[config.mk]
export PLATFORM = sky130hd
export DESIGN_NAME = exc_ctrl
export DESIGN_NICKNAME = d
export VERILOG_FILES = /design/src/rtl/cp0_pkg.sv /design/src/rtl/irq_sync.sv /design/src/rtl/exc_ctrl.sv
export SDC_FILE = /design/constraint.sdc
export NUM_CORES = 1
export LEC_CHECK = 0
export ABC_AREA = 1
export CORE_MARGIN = 3
export CORE_UTILIZATION = 30
export CTS_CLUSTER_SIZE = 28
export DETAILED_ROUTE_END_ITERATION = 10
export SETUP_SLACK_MARGIN = 0.1
export SLEW_MARGIN = 40
export SYNTH_ARGS = -nofsm -noshare
export SYNTH_HDL_FRONTEND = slang
export SYNTH_SLANG_ARGS = --single-unit
[constraint.sdc]
create_clock -name clk -period 3.05 [get_ports clk]
set_input_delay 0.305 -clock clk [delete_from_list [all_inputs] [get_ports clk]]
set_output_delay 0.305 -clock clk [all_outputs]
set_load 0.05 [all_outputs]
[src/rtl/cp0_pkg.sv]
`default_nettype none
// ============================================================================
// cp0_pkg : CP0 register numbers, exception codes and field positions.
// Rev 1.0
// ============================================================================
package cp0_pkg;

    localparam logic [4:0] CP0_STATUS = 5'd12;
    localparam logic [4:0] CP0_CAUSE  = 5'd13;
    localparam logic [4:0] CP0_EPC    = 5'd14;

    localparam logic [4:0] EXC_INT = 5'd0;
    localparam logic [4:0] EXC_SYS = 5'd8;
    localparam logic [4:0] EXC_BP  = 5'd9;
    localparam logic [4:0] EXC_RI  = 5'd10;
    localparam logic [4:0] EXC_OV  = 5'd12;

    localparam int STATUS_IE   = 0;
    localparam int STATUS_EXL  = 1;
    localparam int IM_LSB      = 10;
    localparam int IM_MSB      = 15;
    localparam int IP_LSB      = 10;
    localparam int IP_MSB      = 15;
    localparam int EXCCODE_LSB = 2;
    localparam int EXCCODE_MSB = 6;
    localparam int IRQ_FIELD_W = IP_MSB - IP_LSB + 1;

    localparam logic [31:0] EXC_VECTOR_DEFAULT = 32'h0000_0180;

endpackage : cp0_pkg
`default_nettype wire

[src/rtl/irq_sync.sv]
`default_nettype none
// ============================================================================
// irq_sync : per-bit two-flop synchronizer for asynchronous level inputs.
// Rev 1.0
// ============================================================================
module irq_sync #(
    parameter int WIDTH = 6
) (
    input  logic             clk,
    input  logic             rst_n,
    input  logic [WIDTH-1:0] async_in,
    output logic [WIDTH-1:0] sync_out
);

    logic [WIDTH-1:0] meta_d, meta_q;
    logic [WIDTH-1:0] sync_d, sync_q;

    always_comb begin
        meta_d = async_in;
        sync_d = meta_q;
    end

    always_ff @(posedge clk or negedge rst_n) begin
        if (!rst_n) begin
            meta_q <= '0;
            sync_q <= '0;
        end else begin
            meta_q <= meta_d;
            sync_q <= sync_d;
        end
    end

    assign sync_out = sync_q;

endmodule : irq_sync
`default_nettype wire

[src/rtl/exc_ctrl.sv]
`default_nettype none
// ============================================================================
// exc_ctrl : CP0 exception responder (Status/Cause/EPC, redirect, mtc0/mfc0/eret).
// Rev 1.0
// ============================================================================
module exc_ctrl
    import cp0_pkg::*;
#(
    parameter logic [31:0] EXC_VECTOR = EXC_VECTOR_DEFAULT,
    parameter int          NUM_IRQ    = 6
) (
    input  logic               clk,
    input  logic               rst_n,
    input  logic               valid_ex,
    input  logic [31:0]        pc_ex,
    input  logic               overflow_ex,
    input  logic               break_ex,
    input  logic               syscall_ex,
    input  logic               ri_ex,
    input  logic               eret_ex,
    input  logic               mtc0_ex,
    input  logic [4:0]         cp0_addr,
    input  logic [31:0]        cp0_wdata,
    output logic [31:0]        cp0_rdata,
    input  logic [NUM_IRQ-1:0] irq_in,
    output logic               exc_redirect,
    output logic [31:0]        exc_target,
    output logic               exl
);

    logic [NUM_IRQ-1:0]     irq_s;
    logic [IRQ_FIELD_W-1:0] ip;

    logic                   ie_d, ie_q;
    logic                   exl_d, exl_q;
    logic [IRQ_FIELD_W-1:0] im_d, im_q;
    logic [4:0]             exccode_d, exccode_q;
    logic [31:0]            epc_d, epc_q;

    logic                   int_take, sync_exc, exc_take;
    logic                   eret_take, mtc0_take;
    logic [4:0]             win_code;

    irq_sync #(.WIDTH(NUM_IRQ)) u_irq_sync (
        .clk      (clk),
        .rst_n    (rst_n),
        .async_in (irq_in),
        .sync_out (irq_s)
    );

    always_comb begin
        ip = '0;
        ip[NUM_IRQ-1:0] = irq_s;
    end

    // An interrupt pre-empts any synchronous cause; the EX instruction is cancelled.
    always_comb begin
        int_take  = valid_ex & ie_q & ~exl_q & (|(ip & im_q));
        sync_exc  = valid_ex & (ri_ex | overflow_ex | syscall_ex | break_ex);
        exc_take  = int_take | sync_exc;
        eret_take = valid_ex & eret_ex & ~exc_take;
        mtc0_take = valid_ex & mtc0_ex & ~exc_take;

        if (int_take)         win_code = EXC_INT;
        else if (ri_ex)       win_code = EXC_RI;
        else if (overflow_ex) win_code = EXC_OV;
        else if (syscall_ex)  win_code = EXC_SYS;
        else                  win_code = EXC_BP;
    end

    always_comb begin
        ie_d      = ie_q;
        exl_d     = exl_q;
        im_d      = im_q;
        exccode_d = exccode_q;
        epc_d     = epc_q;

        if (exc_take) begin
            exccode_d = win_code;
            exl_d     = 1'b1;
            // Nested exceptions keep the original return address.
            if (!exl_q) epc_d = pc_ex;
        end else begin
            if (mtc0_take) begin
                case (cp0_addr)
                    CP0_STATUS: begin
                        ie_d  = cp0_wdata[STATUS_IE];
                        exl_d = cp0_wdata[STATUS_EXL];
                        im_d  = cp0_wdata[IM_MSB:IM_LSB];
                    end
                    CP0_CAUSE: exccode_d = cp0_wdata[EXCCODE_MSB:EXCCODE_LSB];
                    CP0_EPC:   epc_d     = cp0_wdata;
                    default: ;
                endcase
            end
            if (eret_take) exl_d = 1'b0;
        end
    end

    always_ff @(posedge clk or negedge rst_n) begin
        if (!rst_n) begin
            ie_q      <= 1'b0;
            exl_q     <= 1'b0;
            im_q      <= '0;
            exccode_q <= '0;
            epc_q     <= '0;
        end else begin
            ie_q      <= ie_d;
            exl_q     <= exl_d;
            im_q      <= im_d;
            exccode_q <= exccode_d;
            epc_q     <= epc_d;
        end
    end

    always_comb begin
        exc_redirect = 1'b0;
        exc_target   = '0;
        if (rst_n) begin
            if (exc_take) begin
                exc_redirect = 1'b1;
                exc_target   = EXC_VECTOR;
            end else if (eret_take) begin
                exc_redirect = 1'b1;
                exc_target   = epc_q;
            end
        end
    end

    always_comb begin
        cp0_rdata = '0;
        case (cp0_addr)
            CP0_STATUS: begin
                cp0_rdata[STATUS_IE]     = ie_q;
                cp0_rdata[STATUS_EXL]    = exl_q;
                cp0_rdata[IM_MSB:IM_LSB] = im_q;
            end
            CP0_CAUSE: begin
                cp0_rdata[EXCCODE_MSB:EXCCODE_LSB] = exccode_q;
                cp0_rdata[IP_MSB:IP_LSB]           = ip;
            end
            CP0_EPC: cp0_rdata = epc_q;
            default: ;
        endcase
    end

    assign exl = exl_q;

endmodule : exc_ctrl
`default_nettype wire

==> metrics.yaml, run 1 <==
flow_run:
  cap_violations: 0
setup_path:
  end_kind: "output port"
  crit_arrival_ns: 2.15
  path_class: "flop to output port"
  cp-start-kind: "flop"
  path_max_fanout: 19
  cp.required_ns: 2.74
sta:
  tns_ns: 0
  fin_skew_ns: 0.01049
  finalMaxSlewViolations: 0
  setup_violations: 0
  timing.fmax_ghz: 0.4073
  hold_viol: 0
  rsz0062_at_grt: "no"
  fin_crit_ns: 2.455
  worst_slack_ns: 0.5950
  max_slew_margin_pct: 51.57
  fin_crit_sh_pct: 80.49
  tightest_slew_ns: 0.7264
detailed_routing:
  wl_um: 11030
  drc: 0
  route.met2.wl_um: 5213
  drt_iter0_markers: 127
  via_count: 3563
  postRouteAntennaNets: 0
  dr.pass1.iters: 4
  top_layer: "met4"
  wl_met3_um: 805
  viasPerCell: 4.597
  routedWlPerCell_um: 14.23
  wl_met1_um: 4930
yosys:
  synth_edf_count: 0
  syn_nets: 574
  synth_cells: 490
  synth_area_leaders: "dfrtp_1, nand2_1, nand3_1"
  async_flop_share_pct: 100.0
  synth_cell_type_count: 23
  post_synth.cell_area_avg_sq_um: 6.767
  yosysSeqAreaShare_pct: 43.02
  yosys-top-cells-count: "nand2_1, nand3_1, nor2_1"
  synth_top_area_share_pct: 43.02
  synth_ff_type: "dfrtp_1"
  synth_top_cell_by_area: "dfrtp_1"
  synth.most_common_cell: "nand2_1"
  synth-seq-cells: 57
  yosysWarnings: 0
  syn_area_sq_mm: 0.003316
die:
  die_w_um: 111.1
  dieArea_sq_mm: 0.01235
  start_util_pct: 31.41
  placeableCoreArea_sq_mm: 0.01056
  die_y_um: 111.1
  num_io_pins: 150
  rows: 37
final_layout:
  n_antenna_cell: 0
  syn2layout_area_growth_pct: 74.23
  nets: 718
  layout-drive-gt1-share_pct: 16.12
pwr:
  cellPowerDensity_mw_per_mm2: 412.2
  irDropWorstVdd_mv: 0.2401
  finalPower_mw: 2.381
  p_leak_nw: 2.801
hold_path:
  hold_path_class: "input port to async pin"
cts:
  cts-root-buf: "clkbuf_8"
  clk_latency_ns: 0.34
  post-cts-setup-buffer-count: 0
  cts_hold_buf: 1
  post_cts_resized: 0
  cts_tree: "done"
  clk_path_buf_depth: 2
  path_clk_slew_ns: 0.07
  numCtsBuffers: 9
  htreeDepth: 3
  cts_sinks: 57
global_route:
  grt_max_degree: 56
  track_usage_pct: 17.74
  gr-total-overflow: 0
  first_global_vias: 3575
  antenna_found_initial: 0
  grt_pass1_wl_um: 17800
place:
  portBuffers: 149
  place_hpwl_um: 8288
  post-place-ws_ns: 0.5844
  gp_congestion: 0.8114
status:
  run_status: "completed"
## layer usage
metal | global-route usage [%] | vias to the layer above
li1 | - | 1799
met1 | 23.72 | 1640
met2 | 29.69 | 119
met3 | 2.893 | 5
met4 | 5.028 | 0
met5 | 0 | -
## flip-flops by register name (all words and copies together) (netlist names)
register and cells:
u_irq_sync.meta_q 6, exccode_q 5, u_irq_sync.sync_out 6, ie_q 1, epc_q 32, exl 1, im_q 6
## cell usage in the layout, fill, tap and decap left out, drive strengths merged
cell and n:
clkdlybuf4s50 83, nand3b 1, clkinvlp 1, bufinv 2, clkbuf 9, or2 1, nand2 190, dfrtp 57
buf 76, nor2 58, o22ai 2, o21ai 18, dlygate4sd3 1, o211ai 6, and3 1, nand3 68
nor3 3, inv 57, nand4 2, clkinv 3
## worst max-delay path: stages, from the launching register on
cell	delay, ns
dfrtp_1	0.40
nand2_1	0.07
nand2_1	0.05
nor2_1	0.10
nand2_1	0.08
nand2_2	0.09
nand2_4	0.15
inv_2	0.10
nand3_1	0.11
buf_4	0.24
nor2_1	0.25
buf_12	0.18
## area by class of cell
class	instances	area [sq um]
inverter	56	210.2
tap	136	170.2
timing repair buffer	160	2222
fill	995	4778
clock buffer	9	123.9
clock inverter	7	102.6
sequential	57	1426
multi-input combinational	350	1521
## where the power goes
group	switching (mW)	leakage [nW]	internal [mW]
sequential	0.0683	0.710	0.873
clock	0.349	0.110	0.467
combinational	0.342	1.98	0.282
## cells by family after synthesis
logic type,count (synthesis),synth area share (%)
AOI/OAI and AO/OA,26,4.452
buffers and inverters,83,11.09
DFF,57,43.02
and+or+nand+nor,324,41.43
## through the flow
stage | instances | hold WS [ns] | utilization (%) | instance area, sq um
6_report | 775 | 0.3140 | 54.73 | 5777
5_1_grt | 775 | 0.3290 | 54.73 | 5777
4_1_cts | 775 | 0.3083 | 54.73 | 5777
3_5_place_dp | 758 | 0.1397 | 52.49 | 5540
3_3_place_gp | 758 | 0.1422 | 52.49 | 5540
2_1_floorplan | 490 | 0.009409 | - | 3316
## final timing paths
path | from | end | slack (ns) | depth (start not counted)
setup / recovery | im_q[2] | exc_target[15] | 0.60 | 11
hold / removal | rst_n | exl | 0.31 | 2
setup reg to reg | im_q[2] | epc_q[0] | 0.89 | 10
hold reg to reg | u_irq_sync.meta_q[4] | u_irq_sync.sync_out[4] | 0.35 | 0
max in group asynchronous | rst_n | epc_q[30] | 1.79 | 3
min in group clk | u_irq_sync.meta_q[4] | u_irq_sync.sync_out[4] | 0.35 | 0
Power figures use the tool's default switching activity.
==> run 2, diff against run 1 <==
Clock period 3.05 ns to 2.3 ns, I/O delays scaled along.
==> metrics.yaml, run 2 (same netlist as run 1, synthesis figures left out) <==
global_route:
  first_global_vias: 3712  # +3.8%
  track_usage_pct: 18.11  # +0.37 points
  grt_pass1_wl_um: 18170  # +2.1%
  antenna_found_initial: 0  # unchanged
  gr-total-overflow: 0  # unchanged
  grt_max_degree: 58  # +3.6%
pwr:
  p_leak_nw: 2.850  # +1.8%
  irDropWorstVdd_mv: 0.2613  # +8.8%
  cellPowerDensity_mw_per_mm2: 501.1  # +22%
  finalPower_mw: 3.025  # +27%
final_layout:
  layout-drive-gt1-share_pct: 22.58  # +6.5 points
  nets: 730  # +1.7%
  largest_reg_flops: 32  # unchanged
  mostFrequentLayoutCells: "nand2_1, clkdlybuf4s50_1, nand3_1, buf_12, dfrtp_1"
  mostFrequentLayoutCell: "nand2_1"
  regMostFlops: "epc_q"
  syn2layout_area_growth_pct: 82.08
  n_antenna_cell: 0  # unchanged
sta:
  timing.fmax_ghz: 0.4678
  tightest_slew_ns: 0.5905  # -0.1359 ns
  fin_crit_ns: 2.138
  fin_crit_sh_pct: 92.95
  tns_ns: 0  # unchanged
  fin_skew_ns: 0.009961  # -0.0005317 ns
  setup_violations: 0  # unchanged
  whs_ns: 0.03644  # -0.2776 ns
  hold_viol: 0  # unchanged
  max_slew_margin_pct: 60.22  # +8.6 points
  finalMaxSlewViolations: 0  # unchanged
  rsz0062_at_grt: "yes"
  worst_slack_ns: 0.1622  # -0.4328 ns
die:
  die_y_um: 111.1  # unchanged
  start_util_pct: 31.41  # unchanged
  num_io_pins: 150  # unchanged
  dieArea_sq_mm: 0.01235  # unchanged
  die_w_um: 111.1  # unchanged
  rows: 37  # unchanged
  placeableCoreArea_sq_mm: 0.01056  # unchanged
setup_path:
  r2r_setup_slack_ns: 0.35  # -0.54 ns
  end_kind: "output port"
  r2r-start: "u_irq_sync.sync_out[2]"
  r2r_cells: 10  # unchanged
  cp.required_ns: 2.07  # -0.67 ns
  path_max_fanout: 5  # -14
  cp-start-kind: "flop"
  path_class: "flop to output port"
  critPathLaunch: "u_irq_sync.sync_out[2]"
  worstReg2RegEnd: "epc_q[20]"
  crit_arrival_ns: 1.91  # -0.24 ns
place:
  gp_congestion: 0.8048  # -0.81%
  post-place-ws_ns: 0.1455  # -0.4389 ns
  portBuffers: 149  # unchanged
  place_hpwl_um: 8330  # +0.50%
cts:
  clk_latency_ns: 0.35  # about the same
  path_clk_slew_ns: 0.08  # about the same
  numCtsBuffers: 9  # unchanged
  cts_hold_buf: 0  # -1
  cts_tree: "done"
  htreeDepth: 3  # unchanged
  cts-root-buf: "clkbuf_8"
  clk_path_buf_depth: 2  # unchanged
  cts_sinks: 57  # unchanged
detailed_routing:
  drc: 0  # unchanged
  via_count: 3658  # +2.7%
  dr.pass1.iters: 5  # +1
  drt_iter0_markers: 196  # +54%
  postRouteAntennaNets: 0  # unchanged
  wl_um: 11480  # +4.1%
  viasPerCell: 4.648  # +1.1%
  routedWlPerCell_um: 14.59  # +2.5%
status:
  run_status: "completed"
hold_path:
  hold_path_class: "input port to async pin"
flow_run:
  cap_violations: 0  # unchanged
[run 2: changes by cell type in the layout (fill, tap and decap cells not counted), moves of 3 or more]
cell	delta
buf_4	+8
clkinvlp_4	+3
nor2_4	+15
nor2_1	-30
nor2_2	+15
[run 2: per-layer routing]
metal | vias to the layer above | wire, um | global-route usage, %
li1 | 1825 | - | -
met1 | 1675 | 5055 | 23.28
met2 | 141 | 5380 | 30.58
met3 | 17 | 831 | 3.221
met4 | 0 | 215 | 6.407
met5 | - | 0 | 0
[run 2: timing repair]
action                     in CTS  in global routing
gates resized for setup         7                 48
setup endpoints to repair      19                 33
cloned                          0                  2
pin swaps                       0                  1
buffers inserted                0                  5
[run 2: layout make-up]
cell class | instances | area [sq um]
repair buffers | 172 | 2364
fillers | 937 | 4518
well taps | 136 | 170.2
inverters | 56 | 212.7
clock buffers | 9 | 123.9
clock inverters | 7 | 56.30
multi-input cells | 350 | 1684
flip-flops and latches | 57 | 1426
[run 2: worst max path at each step]
stage,endpoint,slack [ns],depth (start not counted)
after global routing,exc_target[14],0.03,11
after CTS,exc_target[18],0.07,11
after global placement,exc_target[14],0.18,10
after detailed placement,epc_q[27],0.15,9
after floorplan,exc_target[0],0.13,7
final,exc_target[14],0.16,11
[run 2: power by group]
group          internal [mW]  switching (mW)
logic                  0.401           0.510
registers               1.16          0.0907
clock network          0.396           0.468
total                   1.96            1.07
[run 2: worst max-delay path: stages (launching register included)]
cell	delay (ns)
dfrtp_1	0.39
nand2_1	0.07
nand2_1	0.05
nor2_1	0.09
nand2_1	0.07
nand2_2	0.10
nand2_4	0.08
inv_4	0.07
nand3_4	0.12
clkbuf_16	0.21
nor2_4	0.15
buf_12	0.15
[run 2: per-stage QoR]
stage	cells	utilization, %	area (sq um)
floorplan	490	-	3316
global placement	763	52.85	5578
detailed placement	763	52.85	5578
CTS	779	54.73	5777
global route	787	57.20	6037
finish	787	57.20	6037
==> run 3, diff against run 2 <==
Settings changed: CTS_CLUSTER_SIZE 28 to 16, TNS_END_PERCENT from default to 5.
==> metrics.yaml, run 3 (same netlist as run 1, synthesis figures left out) <==
global_route:
  track_usage_pct: 18.12  # about the same
  grt_pass1_wl_um: 18180  # about the same
  gr-total-overflow: 0  # unchanged
  grt_max_degree: 58  # unchanged
  first_global_vias: 3712  # unchanged
  antenna_found_initial: 0  # unchanged
detailed_routing:
  drc: 0  # unchanged
  viasPerCell: 4.699  # +1.1%
  dr.pass1.iters: 4  # -1
  routedWlPerCell_um: 14.61  # +0.13%
  postRouteAntennaNets: 0  # unchanged
  drt_iter0_markers: 174  # -11%
  wl_um: 11440  # -0.37%
  via_count: 3679  # +0.57%
die:
  num_io_pins: 150  # unchanged
  start_util_pct: 31.41  # unchanged
  die_w_um: 111.1  # unchanged
  placeableCoreArea_sq_mm: 0.01056  # unchanged
  rows: 37  # unchanged
  die_y_um: 111.1  # unchanged
  dieArea_sq_mm: 0.01235  # unchanged
hold_path:
  hold_path_class: "input port to async pin"
setup_path:
  slowest_stage: "dfrtp_1"
  path_cells: "nand2_1, nand2_1, nor2_1, nand2_1, nand2_2, nand2_4, inv_2, nand3_4, clkbuf_16, nor2_2, buf_12"
  r2r_setup_slack_ns: 0.34  # about the same
  end_kind: "output port"
  path_class: "flop to output port"
  cpMostUsedCell: "nand2_1"
  crit_arrival_ns: 1.91  # about the same
  cp.required_ns: 2.07  # about the same
  cp-start-kind: "flop"
  path_max_fanout: 5  # unchanged
  max_stage_delay_ns: 0.40  # about the same
place:
  gp_congestion: 0.8048  # unchanged
  post-place-ws_ns: 0.1455  # unchanged
  placed_cell_area_sq_mm: 0.005578  # unchanged
  portBuffers: 149  # unchanged
  place_hpwl_um: 8330  # unchanged
cts:
  cts_tree: "done"
  numCtsBuffers: 9  # unchanged
  htreeDepth: 3  # unchanged
  cts_hold_buf: 0  # unchanged
  clk_path_buf_depth: 2  # unchanged
  path_clk_slew_ns: 0.08  # about the same
  clk_latency_ns: 0.35  # about the same
  cts-root-buf: "clkbuf_8"
  cts_sinks: 57  # unchanged
sta:
  setup_violations: 0  # unchanged
  worst_slack_ns: 0.1610  # -0.001213 ns
  fin_crit_ns: 2.139  # +0.001213 ns
  timing.fmax_ghz: 0.4675  # about the same
  tns_ns: 0  # unchanged
  max_slew_margin_pct: 60.43  # +0.22 points
  finalMaxSlewViolations: 0  # unchanged
  rsz0062_at_grt: "yes"
  fin_skew_ns: 0.01005  # +0.00008882 ns
  fin_crit_sh_pct: 93.00  # about the same
  hold_viol: 0  # unchanged
  tightest_slew_ns: 0.5873  # -0.003210 ns
flow_run:
  cap_violations: 0  # unchanged
final_layout:
  mostFrequentLayoutCell: "nand2_1"
  n_antenna_cell: 0  # unchanged
  syn2layout_area_growth_pct: 81.13
  largest_reg_flops: 32  # unchanged
  nets: 726  # -0.55%
  n_fill_cell: 944  # +0.75%
  regMostFlops: "epc_q"
  final_area_sq_mm: 0.006006  # -0.52%
  post-route-util_pct: 56.90  # -0.30 points
  mostFrequentLayoutCells: "nand2_1, clkdlybuf4s50_1, nand3_1, buf_12, dfrtp_1"
  layout-drive-gt1-share_pct: 22.10  # -0.48 points
pwr:
  irDropWorstVdd_mv: 0.2623  # +0.40%
  p_leak_nw: 2.828  # -0.75%
  cellPowerDensity_mw_per_mm2: 502.6  # +0.31%
  finalPower_mw: 3.019  # -0.21%
status:
  run_status: "completed"
==> run 3: changes by cell type in the layout (fill, tap and decap cells not counted), sizes merged <==
cell and delta:
buf -4
==> run 3: path summary, 6_finish.rpt <==
path                                   startpoint                      to  depth (start not counted)
min in group clk                        irq_in[0]    u_irq_sync.meta_q[0]                          1
min                                         rst_n    u_irq_sync.meta_q[4]                          2
max in group asynchronous                   rst_n            exccode_q[2]                          3
max reg2reg                u_irq_sync.sync_out[2]               epc_q[20]                         10
max                        u_irq_sync.sync_out[2]          exc_target[23]                         11
min reg2reg                  u_irq_sync.meta_q[1]  u_irq_sync.sync_out[1]                          0
==> run 3: worst max-delay path: cells and delay by family, from the launching register on <==
family	cells	cell delay [ns]
flops	1	0.40
simple gates	8	0.71
buf+inv	3	0.44
==> run 3: metrics by stage <==
stage	hold WS, ns	cells
6_report	0.02369	783
3_3_place_gp	0.3334	763
4_1_cts	0.1614	779
2_1_floorplan	-0.06559	490
5_1_grt	0.05412	783
3_5_place_dp	0.3347	763
==> run 3: final cells by class <==
type	instances	area (sq um)	share of cell area, %
inverters	56	210.2	3.500
multi-input cells	350	1689	28.12
clock inverters	7	56.30	0.9375
well taps	136	170.2	2.833
flip-flops and latches	57	1426	23.75
repair buffers	168	2330	38.79
clock buffers	9	123.9	2.063
==> run 3: metal layers <==
metal	GRT usage [%]	up-vias	wire, um
met5	0	-	0
met4	6.407	0	227
met3	3.221	20	792
met2	30.62	129	5317
met1	23.28	1711	5103
li1	-	1819	-
==> run 3: power by group <==
part	switching [mW]	internal [mW]
clock	0.467	0.397
sequential	0.0914	1.16
combinational	0.510	0.395
==> run 3: what timing repair did <==
action                                 in CTS  in global routing
setup endpoints to repair                  19                 33
resized for setup                           5                 48
gates cloned                                0                  2
setup buffers                               0                  1
endpoints found under the hold margin       0                  0
